$ cat src/rtl/uart_rx_intr.sv
// uart_rx_intr: 8N1 UART receiver with a CPU-facing data register and a level interrupt.
//
// The last correctly framed byte is held in r_data. intr stays high until the CPU
// acknowledges it with ack.
//
// Ports:
//   clk        in   system clock, rising edge
//   rst        in   asynchronous active-high reset
//   uart_rx    in   asynchronous serial line, idles high
//   ack        in   one-cycle interrupt acknowledge; clears intr and overrun
//   r_data     out  last correctly framed byte
//   intr       out  level request: an unread byte is pending
//   overrun    out  sticky: a byte completed while intr was already high
//   frame_err  out  one-cycle pulse on a bad stop bit
module uart_rx_intr #(
    parameter int unsigned CLKS_PER_BIT = 868
) (
    input  logic       clk,
    input  logic       rst,
    input  logic       uart_rx,
    input  logic       ack,
    output logic [7:0] r_data,
    output logic       intr,
    output logic       overrun,
    output logic       frame_err
);

    localparam int unsigned CntW = $clog2(CLKS_PER_BIT);
    localparam logic [CntW-1:0] HalfLast = CntW'(CLKS_PER_BIT / 2 - 1);
    localparam logic [CntW-1:0] BitLast  = CntW'(CLKS_PER_BIT - 1);
    localparam logic [CntW-1:0] CntOne   = CntW'(1);

    typedef enum logic [2:0] {StIdle, StStart, StData, StStop, StBreak} state_e;

    state_e          r_state;
    logic            r_rx_s1;
    logic            r_rx_s2;
    logic [CntW-1:0] r_cnt;
    logic [2:0]      r_idx;
    logic [7:0]      r_sh;

    // Two-flop synchroniser; reset to the idle line level so reset never looks like a start.
    always_ff @(posedge clk or posedge rst) begin
        if (rst) begin
            r_rx_s1 <= 1'b1;
            r_rx_s2 <= 1'b1;
        end else begin
            r_rx_s1 <= uart_rx;
            r_rx_s2 <= r_rx_s1;
        end
    end

    always_ff @(posedge clk or posedge rst) begin
        if (rst) begin
            r_state   <= StIdle;
            r_cnt     <= '0;
            r_idx     <= 3'd0;
            r_sh      <= 8'h00;
            r_data    <= 8'h00;
            intr      <= 1'b0;
            overrun   <= 1'b0;
            frame_err <= 1'b0;
        end else begin
            frame_err <= 1'b0;
            // The acknowledge clears the flags. A commit in the same cycle overrides this below.
            if (ack) begin
                intr    <= 1'b0;
                overrun <= 1'b0;
            end
            unique case (r_state)
                StIdle: begin
                    r_cnt <= '0;
                    if (!r_rx_s2) begin
                        r_state <= StStart;
                    end
                end
                StStart: begin
                    if (r_cnt == HalfLast) begin
                        r_cnt <= '0;
                        r_idx <= 3'd0;
                        r_state <= r_rx_s2 ? StIdle : StData;
                    end else begin
                        r_cnt <= r_cnt + CntOne;
                    end
                end
                StData: begin
                    if (r_cnt == BitLast) begin
                        r_cnt <= '0;
                        r_sh  <= {r_rx_s2, r_sh[7:1]};
                        if (r_idx == 3'd7) begin
                            r_state <= StStop;
                        end else begin
                            r_idx <= r_idx + 3'd1;
                        end
                    end else begin
                        r_cnt <= r_cnt + CntOne;
                    end
                end
                StStop: begin
                    if (r_cnt == BitLast) begin
                        r_cnt <= '0;
                        if (r_rx_s2) begin
                            r_data  <= r_sh;
                            intr    <= 1'b1;
                            // An acknowledge in the commit cycle consumed the old byte.
                            overrun <= ack ? 1'b0 : (overrun | intr);
                            r_state <= StIdle;
                        end else begin
                            frame_err <= 1'b1;
                            r_state   <= StBreak;
                        end
                    end else begin
                        r_cnt <= r_cnt + CntOne;
                    end
                end
                StBreak: begin
                    r_cnt <= '0;
                    // Wait for the line to return high so a held-low line cannot re-trigger.
                    if (r_rx_s2) begin
                        r_state <= StIdle;
                    end
                end
                default: begin
                    r_cnt   <= '0;
                    r_state <= StIdle;
                end
            endcase
        end
    end

endmodule
$ cat config.mk
export PLATFORM = sky130hd
export DESIGN_NAME = uart_rx_intr
export DESIGN_NICKNAME = d
export VERILOG_FILES = /design/src/rtl/uart_rx_intr.sv
export SDC_FILE = /design/constraint.sdc
export NUM_CORES = 1
export LEC_CHECK = 0
export BUFFER_PORTS_ARGS = -buffer_cell sky130_fd_sc_hd__buf_4
export CAP_MARGIN = 15
export CORE_AREA = 5 5 68 70
export DETAILED_ROUTE_END_ITERATION = 16
export DIE_AREA = 0 0 73 75
export SYNTH_ARGS = -nofsm -noshare
export SYNTH_HDL_FRONTEND = slang
export SYNTH_SLANG_ARGS = --single-unit
export TNS_END_PERCENT = 10
$ cat constraint.sdc
create_clock -name clk -period 2 [get_ports clk]
set_clock_uncertainty 0.05 [all_clocks]
set_input_delay 0.3 -clock clk [delete_from_list [all_inputs] [get_ports clk]]
set_output_delay 0.3 -clock clk [all_outputs]
set_load 0.005 [all_outputs]
==> impl_results.md, run 1 <==
* Cell Count, Final, Fillers Out at 220
* Clock Sinks at 37
* Die area at 5480 um^2
* Hold Crit Class: in2async
* Fin crit period at 1.90 ns
* Total routed wirelength at 3000 um
* Max cap viols at 0
* DRC viols at 0
* Initial antenna violation count at 0
* Final core occ at 51.7%
* Fin. Hold Viols at 0
* Final slew viol count at 0
* Via count at 1064
* Final hold slack at 0.0594 ns
* Initial Util at 42.9%
* Most frequent cell after synthesis: dfrtp_1
* Vias per cell at 4.84
* CTS Buf Count at 5
* Final setup fails at 0
* DP Area at between 1500 and 2000 um^2
* Global Route Usage Sum at 12.8%
* Worst-path fanout max at 5
* Post-Syn Nets at 147
* Post-DP HPWL at 2200 um
* Vias in the first global route at 1144
* Largest net degree at the start of global routing at 38
* Clk slew on worst S/H paths at 0.07 ns
* Period utilization at between 90% and 100%
* CTS tree: built
* Final antenna diode count at 0
* Later-pin clock latency in the skew report at 0.29 ns
* EDFF count, synth at 0
* Worst-case clock buffer depth at 2
* Gate Count Post-Synth at 139
* PortBufs at 14
* Boundary pin count at 15
* Fin nets at 177
* Routed Antenna Nets at 0
* Power Total at 1.30 mW
* P&R area growth vs syn at 20.5%
* Core area at 3910 um^2
* Cell Area, Synth at 1680 um^2
* Leading area contributor after synthesis: dfrtp_1
* Post-synthesis sequential area ratio at between 50% and 60%
* CTS Root Buffer Type: clkbuf_8
* Postcts setup bufs at 0
* Synth warn at 0
* Final WS setup at 0.102 ns
* Synth cell count leaders: dfrtp_1, nor2_1, mux2_2
* Top cells by area in the synthesized netlist: dfrtp_1, mux2_2, nor2_1
* Leak at 1.00 nW
* Dpl ws at 0.0349 ns
* Critical path startpoint category: flop
* Worst Setup End Kind: flop
* Status: finished clean
* 1st-iter DRT viols at 65
* Max IR drop VDD at between 0.4 and 0.5 mV
* Top cell type's share of synthesized area at 52.2%
* Pre-antenna DRT Iters at 4
* First-pass GRT wire length at 5290 um
* Share of post-route cells with drive strength above 1 at 34.7%
* Distinct cell type count after synthesis at 35
* Synth Area per Inst at 12.1 um^2
* Peak Freq at 527 MHz
* Worst EP required at 2.12 ns
* # H-tree levels at 2
* Worst-margin pin slew at around 0.44 ns
* TNS Setup at 0 ns
* Post-synthesis register bit count at 37
* Ys async rst share at 100%
* Core Rows at 23
* RSZ-0062 raised after global routing: false
* Most used flip-flop cell after synthesis: dfrtp_1
* WP data arrival at 2.01 ns
* GR Overflow Total at 0
* Die Y at approximately 75 um
* Gpl congestion at about 0.9
* Die boundary width at 73 um
* Routed len/inst at 13.6 um
* Placed Cells at 212
* Relative slew margins at 70.6%
* Critical path class: reg2reg
* Final Cell Area at 2020 um^2
* Pwr/cell area at around 640 nW/um^2
## registers in the layout, indices dropped and copies added (netlist names)
register	cells
r_rx_s1	1
frame_err	1
r_state	3
overrun	1
intr	1
r_sh	8
r_idx	3
r_rx_s2	1
r_data	8
r_cnt	10
## layout make-up
cell class	count	area, um^2
fillers	366	1890
flip-flops and latches	37	928
multi-input cells	91	713
repair buffers	27	203
clock buffers	8	90.1
well taps	50	62.6
inverters	7	26.3
## report_power, final
part | total, mW | switching [mW] | leakage (nW) | internal (mW)
Combinational | 0.0207 | 0.0151 | 0.461 | 0.00564
Sequential | 0.754 | 0.00192 | 0.495 | 0.752
Clock | 0.527 | 0.246 | 0.0455 | 0.281
Total | 1.30 | 0.263 | 1.00 | 1.04
## critical path, cell delays in order, from the launching register on
cell	delay (ns)
dfrtp_1	0.40
or3b_4	0.44
buf_4	0.16
nor3_4	0.11
buf_4	0.15
xnor2_1	0.08
a2111oi_2	0.38
## placed cells by master, fill, tap and decap left out, types with 4 or more instances in the layout
master and n:
mux2_2 17, inv_1 7, buf_4 27, nor2_1 21
xnor2_1 7, nand2_1 8, nand3_1 5, clkbuf_8 6
dfrtp_1 35, ha_1 4
## layer usage
metal / global-route usage [%] / up-vias / share of wire (%) / wire length [um]
met2: 21.1 / 17 / 49 / 1460
met4: 5.12 / 0 / 1.7 / 51
met1: 15.2 / 508 / 46 / 1380
li1: - / 533 / - / -
met3: 4.81 / 6 / 3.9 / 116
met5: 0 / - / 0 / 0
## timing repair
item / in CTS / in global routing
setup endpoints to repair: 0 / 17
gates resized for setup: 0 / 2
endpoints found under the hold margin: 0 / 0
hold buffers: 0 / 0
## cells by family after synthesis
family	Yosys count	share of synthesized area [%]
buf+inv	11	2.68
mux	19	12.6
simple gates	51	16.6
fa+ha+maj	4	2.98
xor+xnor	9	4.69
flops	37	55.3
compound gates	8	5.14
## path summary, 6_finish.rpt
path / startpoint / end / slack, ns / cells past startpoint
hold / removal: rst / r_cnt[1] / 0.06 / 3
setup / recovery: r_cnt[8] / r_state[0] / 0.10 / 6
max in group asynchronous: rst / r_rx_s2 / 1.50 / 3
min in group clk: uart_rx / r_rx_s1 / 0.07 / 1
hold reg to reg: r_rx_s1 / r_rx_s2 / 0.31 / 0
setup reg to reg: r_cnt[8] / r_state[0] / 0.10 / 6
No activity file was read; power rests on OpenSTA's default activity.
==> run 2: changes to the inputs <==
BUFFER_PORTS_ARGS = default   (was -buffer_cell sky130_fd_sc_hd__buf_4)
DONT_BUFFER_PORTS = 1   (was default)
==> impl_results.md, run 2 (synthesized netlist as in run 1, its figures left out) <==
* Most frequent cells in the layout: dfrtp_1, nor2_1, mux2_2
* Boundary pin count at 15
* CP max stage cell: or3b_1
* Gpl congestion at 0.826
* Critical path class: reg2reg
* Worst-path fanout max at 10
* Final setup fails at 0
* Max cap viols at 0
* Hold Crit Class: in2reg
* # H-tree levels at 2
* Commonest non-fill, non-tap cell in the layout: dfrtp_1
* Total routed wirelength at approximately 2900 um
* Worst EP required at roughly 2.1 ns
* Final antenna diode count at 0
* Share of post-route cells with drive strength above 1 at 29.6%
* First-pass GRT wire length at between 5000 and 6000 um
* Pwr/cell area at about 670 nW/um^2
* WP data arrival at 2.04 ns
* Core Rows at 23
* Max IR drop VDD at approximately 0.33 mV
* Status: finished clean
* WP buf/inv at 2
* Routed len/inst at about 14 um
* Slowest stage delay, CP at 0.42 ns
* Peak Freq at 521 MHz
* Worst-margin pin slew at 0.457 ns
* Global Route Usage Sum at 12.8%
* Initial Util at 42.9%
* Initial antenna violation count at 0
* Die area at 5480 um^2
* CTS tree: built
* 1st-iter DRT viols at 61
* Leak at between 0.9 and 1 nW
* CTS Root Buffer Type: clkbuf_8
* Fin crit period at roughly 1.9 ns
* Critical path's top delay family: simple AND/OR/NAND/NOR gates
* Period utilization at 95.9%
* Vias in the first global route at 1173
* Final slew viol count at 0
* Pre-antenna DRT Iters at 4
* Postcts setup bufs at 0
* Worst Setup End Kind: flop
* Die boundary width at between 70 and 80 um
* Via count at 1065
* P&R area growth vs syn at 16.4%
* GR Overflow Total at 0
* PortBufs at 0
* Most frequent CP cell: buf_4
* Core area at 3910 um^2
* Worst-case clock buffer depth at 2
* Largest net degree at the start of global routing at 38
* Post-DP HPWL at 2140 um
* Cell Count, Final, Fillers Out at 209
* TNS Setup at 0 ns
* FILL cells at about 380
* RSZ-0062 raised after global routing: false
* Clk slew on worst S/H paths at approximately 0.08 ns
* CTS Buf Count at 5
* Largest regs: r_cnt x10, r_data x8, r_sh x8
* Fin. Hold Viols at 0
* Max FFs per register at 10
* Largest Register: r_cnt
* Critical path startpoint category: flop
* Placed Cells at about 200
* Routed Antenna Nets at 0
* Fin nets at 166
* Clock Sinks at 37
* DRC viols at 0
* R2R Setup Slk at between 0.08 and 0.09 ns
* Later-pin clock latency in the skew report at approximately 0.29 ns
* Die Y at between 70 and 80 um
* Cells along the critical path: or3b_1 -> buf_4 -> nor4_4 -> buf_4 -> mux2_2
* Vias per cell at 5.10
* Relative slew margins at 69.5%
==> run 2: final timing paths <==
| path | startpoint | end | cells past startpoint |
|---|---|---|---|
| worst max-delay path | r_cnt[8] | r_data[0] | 5 |
| worst min-delay path | ack | intr | 2 |
| worst max register to register | r_cnt[8] | r_data[0] | 5 |
| worst min register to register | r_rx_s1 | r_rx_s2 | 0 |
| max in group asynchronous | rst | r_rx_s1 | 3 |
| min in group asynchronous | rst | r_sh[4] | 3 |
==> run 2: timing repair <==
item | 4_1_cts | 5_1_grt
endpoints found under the hold margin | 37 | 0
hold buffers | 3 | 0
resized for setup | 0 | 2
endpoints found under the setup margin | 0 | 10
==> run 2: worst reg2reg max path: cells and delay by family (launching register included) <==
kind | cells | cell delay [ns]
simple gates | 2 | 0.61
buf+inv | 2 | 0.41
flops | 1 | 0.39
mux | 1 | 0.35
==> run 2: report_power, final <==
group          leakage [nW]  internal, mW  switching (mW)  total (mW)
sequential            0.495         0.752         0.00213       0.754
clock                0.0512         0.279           0.260       0.538
combinational         0.397       0.00590          0.0155      0.0214
==> run 2: through the flow <==
step | setup slack, ns | util, % | cell area, um^2 | hold slack [ns] | power [mW]
2_1_floorplan | 0.0189 | - | 1680 | 0.254 | 0.779
3_3_place_gp | 0.111 | 46.5 | 1820 | 0.255 | 0.785
3_5_place_dp | 0.0817 | 46.5 | 1820 | 0.255 | 0.786
4_1_cts | 0.0730 | 49.7 | 1950 | 0.111 | 1.34
5_1_grt | 0.0196 | 49.9 | 1950 | 0.111 | 1.38
6_report | 0.0819 | 49.9 | 1950 | 0.117 | 1.31
==> run 2: layout make-up <==
type / count / area [um^2] / area share (%)
clock buffers: 6 / 82.6 / 4.23
clock inverters: 2 / 13.8 / 0.704
inverters: 7 / 26.3 / 1.34
multi-input cells: 91 / 713 / 36.5
flip-flops and latches: 37 / 928 / 47.5
well taps: 50 / 62.6 / 3.20
repair buffers: 16 / 128 / 6.53
==> run 2: routing by layer <==
layer | up-vias | wire, um | track usage (%)
met3 | 7 | 177 | 6.01
met4 | 0 | 62 | 6.97
li1 | 510 | - | -
met1 | 530 | 1220 | 13.9
met5 | - | 0 | 0
met2 | 18 | 1460 | 20.8
